<file path="src/rtl/bp_update_queue.sv">
// bp_update_queue: in-order FIFO that buffers resolved branches and feeds them to the predictor update port.
// Define BP_PERF_CNT_EN to add the perf_branches/perf_mispreds counters.
module bp_update_queue #(
  parameter int DEPTH = 4,
  parameter int PC_W = 32
) (
  input  logic                       clk,
  input  logic                       reset,
  input  logic                       clear,
  input  logic                       res_valid,
  input  logic [PC_W-1:0]            res_pc,
  input  logic                       res_taken,
  input  logic [PC_W-1:0]            res_target,
  input  logic                       res_mispred,
  output logic                       res_ready,
  output logic                       upd_valid,
  output logic [PC_W-1:0]            upd_pc,
  output logic                       upd_taken,
  output logic [PC_W-1:0]            upd_target,
  input  logic                       upd_ready,
  output logic [$clog2(DEPTH):0]     occupancy,
  output logic                       overflow
`ifdef BP_PERF_CNT_EN
  ,
  output logic [31:0]                perf_branches,
  output logic [31:0]                perf_mispreds
`endif
);
  localparam int AW = $clog2(DEPTH);
  logic [PC_W-1:0] pc_q [DEPTH];
  logic [PC_W-1:0] target_q [DEPTH];
  logic [DEPTH-1:0] taken_q;
  logic [AW-1:0] wr_ptr, rd_ptr;
  logic [AW:0] count;
  logic full, push, pop;
  assign full = count == (AW+1)'(DEPTH);
  assign res_ready = ~full;
  assign upd_valid = count != '0;
  assign push = res_valid & ~full;
  assign pop = upd_valid & upd_ready;
  assign upd_pc = pc_q[rd_ptr];
  assign upd_taken = taken_q[rd_ptr];
  assign upd_target = target_q[rd_ptr];
  assign occupancy = count;
  always_ff @(posedge clk) begin
    if (reset) begin
      wr_ptr <= '0;
      rd_ptr <= '0;
      count <= '0;
      overflow <= 1'b0;
      taken_q <= '0;
      for (int i = 0; i < DEPTH; i++) begin
        pc_q[i] <= '0;
        target_q[i] <= '0;
      end
    end else if (clear) begin
      wr_ptr <= '0;
      rd_ptr <= '0;
      count <= '0;
    end else begin
      if (res_valid && full) overflow <= 1'b1;
      if (push) begin
        pc_q[wr_ptr] <= res_pc;
        taken_q[wr_ptr] <= res_taken;
        target_q[wr_ptr] <= res_target;
        wr_ptr <= wr_ptr + 1'b1;
      end
      if (pop) rd_ptr <= rd_ptr + 1'b1;
      count <= count + (AW+1)'(push) - (AW+1)'(pop);
    end
  end
`ifdef BP_PERF_CNT_EN
  // Only pushes that actually land in the queue are counted.
  always_ff @(posedge clk) begin
    if (reset) begin
      perf_branches <= '0;
      perf_mispreds <= '0;
    end else if (push && !clear) begin
      perf_branches <= perf_branches + 32'd1;
      perf_mispreds <= perf_mispreds + 32'(res_mispred);
    end
  end
`else
  logic unused_mispred;
  assign unused_mispred = res_mispred;
`endif
endmodule

</file>
<file path="config.mk">
export PLATFORM = sky130hd
export DESIGN_NAME = bp_update_queue
export DESIGN_NICKNAME = d
export VERILOG_FILES = /design/src/rtl/bp_update_queue.sv
export SDC_FILE = /design/constraint.sdc
export NUM_CORES = 1
export LEC_CHECK = 0
export CAP_MARGIN = 10
export CORE_MARGIN = 3
export CORE_UTILIZATION = 47
export CTS_CLUSTER_SIZE = 28
export DETAILED_ROUTE_END_ITERATION = 10
export GPL_ROUTABILITY_DRIVEN = 0
export GPL_TIMING_DRIVEN = 1
export HOLD_SLACK_MARGIN = 0.06
export PLACE_DENSITY_LB_ADDON = 0.2
export SLEW_MARGIN = 30
export SYNTH_ARGS = -nofsm -noshare
export SYNTH_HDL_FRONTEND = slang
export SYNTH_SLANG_ARGS = --single-unit
</file>
<file path="constraint.sdc">
create_clock -name clk -period 10.2 [get_ports clk]
set_clock_uncertainty 0.05 [all_clocks]
set_input_delay 1.53 -clock clk [delete_from_list [all_inputs] [get_ports clk]]
set_output_delay 1.53 -clock clk [all_outputs]
set_load 0.05 [all_outputs]
</file>
* Yosys cells after proc, flatten, opt, wreduce, memory -nomap -nowiden *
Memories as Yosys holds them, arrays and structs flattened. A register that Yosys moved wholly into a read port is not among the register bits.
Cells that the tools add are included.

word-level totals
  bits in writable memories = 256
  bits in read-only memories = 0
  flip-flop bits (word level) = 12
  memories = 2
  input port bits = 71
  latch bits = 0
  output and inout port bits = 71
  word-level logic and storage cells = 48

cells by class
  order comparisons = 3
  bitwise operators = 4
  equal/unequal tests = 1
  divide/modulo/power cells = 0
  reductions and logical operators = 8
  multiplexer cells = 21
  $add $sub $neg = 4
  $mul = 0
  shift operators = 0

memories
  name      depth  bits a word  read ports  clocked after memory_dff  write ports  line  source
  pc_q      4      32           1           1                         4            30    logic [PC_W-1:0] pc_q [DEPTH];
  target_q  4      32           1           1                         4            31    logic [PC_W-1:0] target_q [DEPTH];

operators by type and width
  kind                 number
  $mux 32              2
  $reduce_or 32->1     2
  $mux 2               6
  $mux 1               10
  $lt 2x3->1 const B   2
  $add 2x1->2 const B  2
  $bwmux 4             1
  $reduce_and 2->1     2
  $add 3x1->3          1
  $eq 3x3->1 const B   1
  $reduce_bool 3->1    1
  $sub 3x1->3          1
  $and 1x1->1          2
  $bmux 1 s2           1
  $demux 1 s2          1
  $ge 2x1->1 const B   1
  $logic_and 1x1->1    2
  $not 1->1            2
  $reduce_or 2->1      1

* Depth between registers and ports, before layout *
Gate-level depths: netlist (run 1).

  depth after elaboration = 9
  depth in mapped cells = 10

* Worst setup path after synthesis (run 1) *
OpenSTA, ideal clock, no wires.

  kind = input to register
  start = in res_valid
  end = mem pc_q[3][0], enable pin
  path slack = 1.417 ns
  data required time = 9.489 ns
  buffers on the path = 0
  cell stages on the path = 2
  arrival time = 8.072 ns
  setup time = 0.661 ns
  cells stage by stage = nand2_1 -> o41ai_1

RTL lines
  what         line  source
  from (decl)  10    input logic res_valid,
  to (decl)    30

==> results_dict.tcl, run 1 <==
set metrics [dict create \
    clock_path_buffers 3 \
    grt_pass1_wl_um 38000 \
    worst_path_largest_cell_delay_ns 0.83 \
    hold_start "overflow" \
    p_per_area_nw_per_um2 174 \
    setup_violations 0 \
    drt_pre_antenna_iters 5 \
    detailroute.via_count 6524 \
    routed_via_density 5.52 \
    power.static_leakage_uw 0.00549 \
    worstPathRequired_ns 8.62 \
    cts_max_level 1 \
    placedInstanceArea_um2 13500 \
    synth.yosys.seq_area_share_pct 67.3 \
    final.hold.worst_slack_ns 0.415 \
    cts_sinks 270 \
    synthesis_stage_register_bit_count 270 \
    cts_root_buffer "sky130_fd_sc_hd__clkbuf_16" \
    drive_above_1_share_pct 14.7 \
    grt_overflow_total 0 \
    timing.final.max_slew_violations 0 \
    tightest_slew_ns 0.886 \
    r2r.worst_path.cells 5 \
    num_io_pins 142 \
    initial_utilization_pct 48.2 \
    synth_warnings 0 \
    multiInputGateArea_um2 3510 \
    drv_cap 0 \
    drtAntennaViolNets 0 \
    die-area_um2 27100 \
    reg2reg_setup_slack_ns 7.39 \
    cts_tree "built" \
    timing.rr.end "target_q[0][20]" \
    post_cts_resize_count 0 \
    cts_inserted_buffers 28 \
    preCtsSetupSlack_ns 5.60 \
    worstSetupEndpointType "output pin" \
    post_cts.repair.setup_buffers 0 \
    setup-tns-final_ns 0 \
    die-width_um 165 \
    worstSkewPairLatency_ns 0.52 \
    critical-path-slowest-cell "sky130_fd_sc_hd__dfxtp_4" \
    grt_antenna_before_repair 1 \
    cp_max_fo 33 \
    layout_filler_cell_count 1926 \
    rsz_0062_raised_after_global_routing "false" \
    syn_area_um2 11800 \
    hp-class "reg -> reg" \
    syn_to_final_growth_pct 21.1 \
    fin_area_um2 14300 \
    global_route.usage.total_pct 18.4 \
    core.rowCount 57 \
    fin_util_pct 58.4 \
    first_iter_violations 361 \
    buffers_added_on_ports 140 \
    max_freq_ghz 0.200 \
    num_antenna_cells 0 \
    cp_data_arrival_time_ns 3.41 \
    hold_viol_final 0 \
    worstPathCellList "buf_4, mux4_2, clkdlybuf4s50_1" \
    grt_max_degree 112 \
    peakVddDrop_uv 116 \
    worstSetupPathType "reg -> out" \
    min_period_over_period_pct 49.0 \
    register_area_um2 7980 \
    worstHoldPathCells 2 \
    average_detailed_routed_wire_length_per_instance_um 21.0 \
    hpwl_um 13800 \
    core_region_area_um2 24500 \
    synth.distinct_cells 31 \
    wl_um 24800 \
    syn-mean-instance-area_um2 16.6 \
    hold_end "overflow" \
    grt_pass1_vias 6996 \
    outcome "finished, final reports clean" \
    timing.max_slew.rel_slack_pct 40.9 \
    drcViolationCount 0 \
    clkTransAtPathRegs_ns 0.06 \
    die-height_um 165 \
    worstReg2RegStart "occupancy[1]" \
    syn_nets 790 \
    crit_path_start_kind "register" \
    synthesized_netlist_cell_count 712 \
    min_period_ns 4.99 \
    fin_nets 913 \
    ctsHoldBuffers 0 \
    post-route-worst-setup-slack_ns 5.21 \
]
-- Yosys cell counts (all sizes together) --
cell,count,area (um^2)
inv,8,30.0
edfxtp,256,7690
nor2,8,30.0
o21ai,2,10.0
dfxtp,14,280
nand3,6,30.0
o31a,1,8.76
nand2,7,26.3
a21o,2,15.0
mux2i,4,40.0
fa,1,20.0
ha,6,75.1
xor2,1,8.76
and2,130,813
o41ai,1,8.76
or3,1,6.26
nor4,1,6.26
clkbuf,32,128
o311ai,1,8.76
nor2b,1,6.26
and3,129,807
xnor2,3,26.3
mux4,65,1460
or2,2,12.5
nor3b,1,18.8
buf,26,249
a21oi,3,15.0
-- layer usage --
layer | vias up | GRT usage [%] | routed length [um]
met4 | 2 | 4.08 | 320
met3 | 31 | 3.84 | 1650
met2 | 187 | 33.3 | 13100
met1 | 3332 | 22.6 | 9690
li1 | 2972 | - | -
met5 | - | 0 | 13
-- cell type report --
class,instances,area share (%)
Clock buffer,34,5.20
Clock inverter,18,0.760
Inverter,8,0.210
Multi-Input combinational cell,376,24.5
Sequential cell,270,55.7
Tap cell,324,2.83
Timing Repair Buffer,151,10.9
-- placed cells by master (no fill, tap or decap), types with 2 or more instances in the layout --
cell                              instances
sky130_fd_sc_hd__a21o_4                   2
sky130_fd_sc_hd__nor2_1                   6
sky130_fd_sc_hd__nand3_1                  6
sky130_fd_sc_hd__mux4_2                  65
sky130_fd_sc_hd__nand2_1                  7
sky130_fd_sc_hd__buf_4                    7
sky130_fd_sc_hd__o21ai_0                  2
sky130_fd_sc_hd__dfxtp_1                 12
sky130_fd_sc_hd__clkdlybuf4s50_1        140
sky130_fd_sc_hd__clkinv_2                 6
sky130_fd_sc_hd__and2_1                 130
sky130_fd_sc_hd__clkbuf_16               29
sky130_fd_sc_hd__a21oi_1                  3
sky130_fd_sc_hd__buf_16                   3
sky130_fd_sc_hd__clkinv_1                 9
sky130_fd_sc_hd__dfxtp_4                  2
sky130_fd_sc_hd__nor2_4                   2
sky130_fd_sc_hd__xnor2_1                  3
sky130_fd_sc_hd__mux2i_1                  4
sky130_fd_sc_hd__clkinvlp_4               2
sky130_fd_sc_hd__ha_1                     6
sky130_fd_sc_hd__inv_1                    7
sky130_fd_sc_hd__and3_1                 128
sky130_fd_sc_hd__clkbuf_1                 5
sky130_fd_sc_hd__edfxtp_1               256
-- registers in the layout (all words and copies together), names as in the netlist, named ones only --
name       cells
occupancy      3
overflow       1
pc_q         128
rd_ptr         2
taken_q        4
target_q     128
wr_ptr         2
-- worst max-delay path, delay by kind of cell (launching register included) --
family / cells / cell delay, ns
buffers and inverters: 2 / 1.40
DFF: 1 / 0.83
muxes: 1 / 0.63
-- where the power goes --
group / internal [uW] / switching, uW
clock network: 541 / 398
logic: 109 / 169
registers: 1260 / 17.2
total: 1910 / 584
-- metrics by stage --
stage / instances / power, uW
detailed placement: 1129 / 1590
global placement: 1125 / 1580
global route: 1181 / 2580
CTS: 1181 / 2530
finish: 1181 / 2500
floorplan: 712 / 1480
-- kinds of logic (layout without fill, tap and decap cells) --
| kind of cell | Yosys count | after routing | share of synthesized area [%] |
|---|---|---|---|
| AOI/OAI and AO/OA | 10 | 10 | 0.560 |
| muxes | 69 | 69 | 12.7 |
| adders and majority gates | 7 | 7 | 0.804 |
| xor gates and xnor gates | 4 | 4 | 0.296 |
| buffers and inverters | 66 | 211 | 3.44 |
| and+or+nand+nor | 286 | 286 | 14.8 |
| DFF | 270 | 270 | 67.3 |
-- how the worst max path moves through the flow --
| stage | end | cells past startpoint | slack (ns) |
|---|---|---|---|
| after floorplan | pc_q[3][0] | 2 | 1.42 |
| after global placement | pc_q[0][16] | 4 | 5.62 |
| after detailed placement | upd_pc[31] | 3 | 5.60 |
| after CTS | upd_pc[31] | 3 | 5.04 |
| after global routing | upd_pc[31] | 3 | 4.94 |
| final | upd_pc[21] | 3 | 5.21 |
Power figures use the tool's default switching activity.
==> inputs of run 2 (changes only) <==
clock period = 5.1 ns   (was 10.2 ns; I/O delays follow)
==> run 2 against run 1 <==
Non-clock buffer count increased by 3. Combinational power increased by 100%. Routed wire length increased by 0.47%. Power increased by 100%. Core utilization increased by 0.12 points. Worst setup slack got worse by 3.6 ns. Cell area increased by 0.20%. Die area unchanged. First-iteration DRC count increased by 24%. Final cell count increased by 0.17%. Flip-flop and latch count unchanged. Critical endpoint is now upd_target[29]. Largest power group unchanged.
==> results_dict.tcl, run 2 (synthesis gave the netlist of run 1 again) <==
set metrics [dict create \
    cp_data_arrival_time_ns 2.73 \
    setup-tns-final_ns 0 \
    outcome "finished, final reports clean" \
    power.static_leakage_uw 0.00551 \
    crit_path_buf_inv_count 2 \
    detailroute.via_count 6448 \
    cts_inserted_buffers 28 \
    cts_max_level 1 \
    fin_area_um2 14400 \
    post_cts.repair.setup_buffers 0 \
    worstSetupEndpointType "output pin" \
    drt_pre_antenna_iters 6 \
    final_cell_mix "256 x sky130_fd_sc_hd__edfxtp_1, 140 x sky130_fd_sc_hd__clkdlybuf4s50_1, 130 x sky130_fd_sc_hd__and2_1, 128 x sky130_fd_sc_hd__and3_1, 65 x sky130_fd_sc_hd__mux4_2" \
    grt_overflow_total 0 \
    cts_tree "built" \
    first_iter_violations 449 \
    topRoutingLayerUsed "met4" \
    drtAntennaViolNets 0 \
    layout_filler_cell_count 1920 \
    post_cts_resize_count 0 \
    worstPathCellList "buf_4, mux4_2, clkdlybuf4s50_1" \
    most_common_library_cell_in_the_layout_ignoring_fill_and_taps "sky130_fd_sc_hd__edfxtp_1" \
    hold_viol_final 0 \
    syn_to_final_growth_pct 21.4 \
    grt_max_degree 103 \
    wl_met1_um 9970 \
    peakVddDrop_uv 216 \
    critPathTopFamily "buffers and inverters" \
    fin_nets 916 \
    worstSkewPairLatency_ns 0.52 \
    largest_registers "pc_q (128), target_q (128), taken_q (4)" \
    initial_utilization_pct 48.2 \
    drcViolationCount 0 \
    die-width_um 165 \
    rsz_0062_raised_after_global_routing "false" \
    hpwl_um 14000 \
    max_freq_ghz 0.282 \
    p_per_area_nw_per_um2 348 \
    grt_pass1_wl_um 38700 \
    drive_above_1_share_pct 15.2 \
    critical-path-slowest-cell "sky130_fd_sc_hd__clkdlybuf4s50_1" \
    stdcell_count 1183 \
    drv_cap 0 \
    ctsHoldBuffers 0 \
    worstSetupPathType "reg -> out" \
    worst_path_largest_cell_delay_ns 0.73 \
    min_period_ns 3.54 \
    core_region_area_um2 24500 \
    placedInstanceArea_um2 13500 \
    tightest_slew_ns 0.793 \
    die-area_um2 27100 \
    hp-class "reg -> reg" \
    grt_antenna_before_repair 1 \
    worstPathRequired_ns 4.28 \
    grt_pass1_vias 7076 \
    cp_max_fo 13 \
    min_period_over_period_pct 69.4 \
    die-height_um 165 \
    preCtsSetupSlack_ns 1.54 \
    crit_path_start_kind "register" \
    cts_root_buffer "sky130_fd_sc_hd__clkbuf_16" \
    routed_via_density 5.45 \
    post-route-worst-setup-slack_ns 1.56 \
    core.rowCount 57 \
    num_io_pins 142 \
    buffers_added_on_ports 140 \
    timing.final.max_slew_violations 0 \
    detailroute.wirelength.met3_um 1690 \
    global_route.usage.total_pct 18.7 \
    clock_path_buffers 3 \
    cts_sinks 270 \
    setup_violations 0 \
    clkTransAtPathRegs_ns 0.06 \
    timing.max_slew.rel_slack_pct 47.1 \
    routed-wl-met2_um 12800 \
    wl_um 24900 \
    dp_cells 1131 \
    average_detailed_routed_wire_length_per_instance_um 21.0 \
]
-- run 2: cell count changes in the layout (fill, tap and decap cells not counted) --
cell	delta
sky130_fd_sc_hd__clkinv_2	+1
sky130_fd_sc_hd__buf_12	+3
sky130_fd_sc_hd__o41ai_2	-1
sky130_fd_sc_hd__diode_2	+1
sky130_fd_sc_hd__o41ai_4	+1
sky130_fd_sc_hd__inv_6	+1
sky130_fd_sc_hd__clkinv_1	-3
sky130_fd_sc_hd__buf_4	+2
sky130_fd_sc_hd__clkinvlp_4	-1
sky130_fd_sc_hd__buf_16	-2
-- run 2: worst reg2reg max path, cell delays in order (launching register included) --
cell,delay (ns)
sky130_fd_sc_hd__dfxtp_1,0.43
sky130_fd_sc_hd__nor3b_4,0.40
sky130_fd_sc_hd__inv_2,0.16
sky130_fd_sc_hd__nand2_1,0.12
sky130_fd_sc_hd__ha_1,0.12
sky130_fd_sc_hd__inv_1,0.04
sky130_fd_sc_hd__ha_1,0.18
sky130_fd_sc_hd__fa_1,0.38
sky130_fd_sc_hd__xnor2_1,0.17
sky130_fd_sc_hd__xnor2_1,0.14
sky130_fd_sc_hd__nor2_1,0.05
-- run 2: stage by stage --
step | hold slack (ns) | total power, uW | util (%)
5_1_grt | 0.460 | 5180 | 58.5
6_report | 0.428 | 5000 | 58.5
3_3_place_gp | 0.396 | 3150 | 54.6
3_5_place_dp | 0.420 | 3170 | 54.9
2_1_floorplan | 0.385 | 2950 | -
4_1_cts | 0.429 | 5040 | 58.4
-- run 2: final timing paths --
check	to	slack [ns]	startpoint	depth (start not counted)
hold reg to reg	taken_q[3]	0.43	taken_q[3]	2
setup reg to reg	occupancy[2]	2.74	occupancy[2]	10
hold / removal	taken_q[3]	0.43	taken_q[3]	2
setup / recovery	upd_target[29]	1.56	register	3
-- run 2: area by class of cell --
| cell class | count | area (um^2) | area share, % |
|---|---|---|---|
| well taps | 324 | 405 | 2.82 |
| clock inverters | 16 | 104 | 0.723 |
| flip-flops and latches | 270 | 7980 | 55.5 |
| diodes | 1 | 2.50 | 0.0174 |
| inverters | 8 | 30.0 | 0.209 |
| repair buffers | 154 | 1580 | 11.0 |
| clock buffers | 34 | 744 | 5.19 |
| multi-input cells | 376 | 3520 | 24.5 |
-- run 2: layer usage --
| metal | up-vias | global-route usage, % |
|---|---|---|
| met5 | - | 0 |
| met4 | 0 | 4.16 |
| met3 | 29 | 4.26 |
| met2 | 173 | 32.4 |
| met1 | 3268 | 24.1 |
| li1 | 2978 | - |
-- run 2: where the power goes --
| part | switching [uW] | internal [uW] | leakage [uW] |
|---|---|---|---|
| Combinational | 342 | 219 | 0.00233 |
| Sequential | 31.5 | 2530 | 0.00277 |
| Clock | 792 | 1080 | 0.000419 |
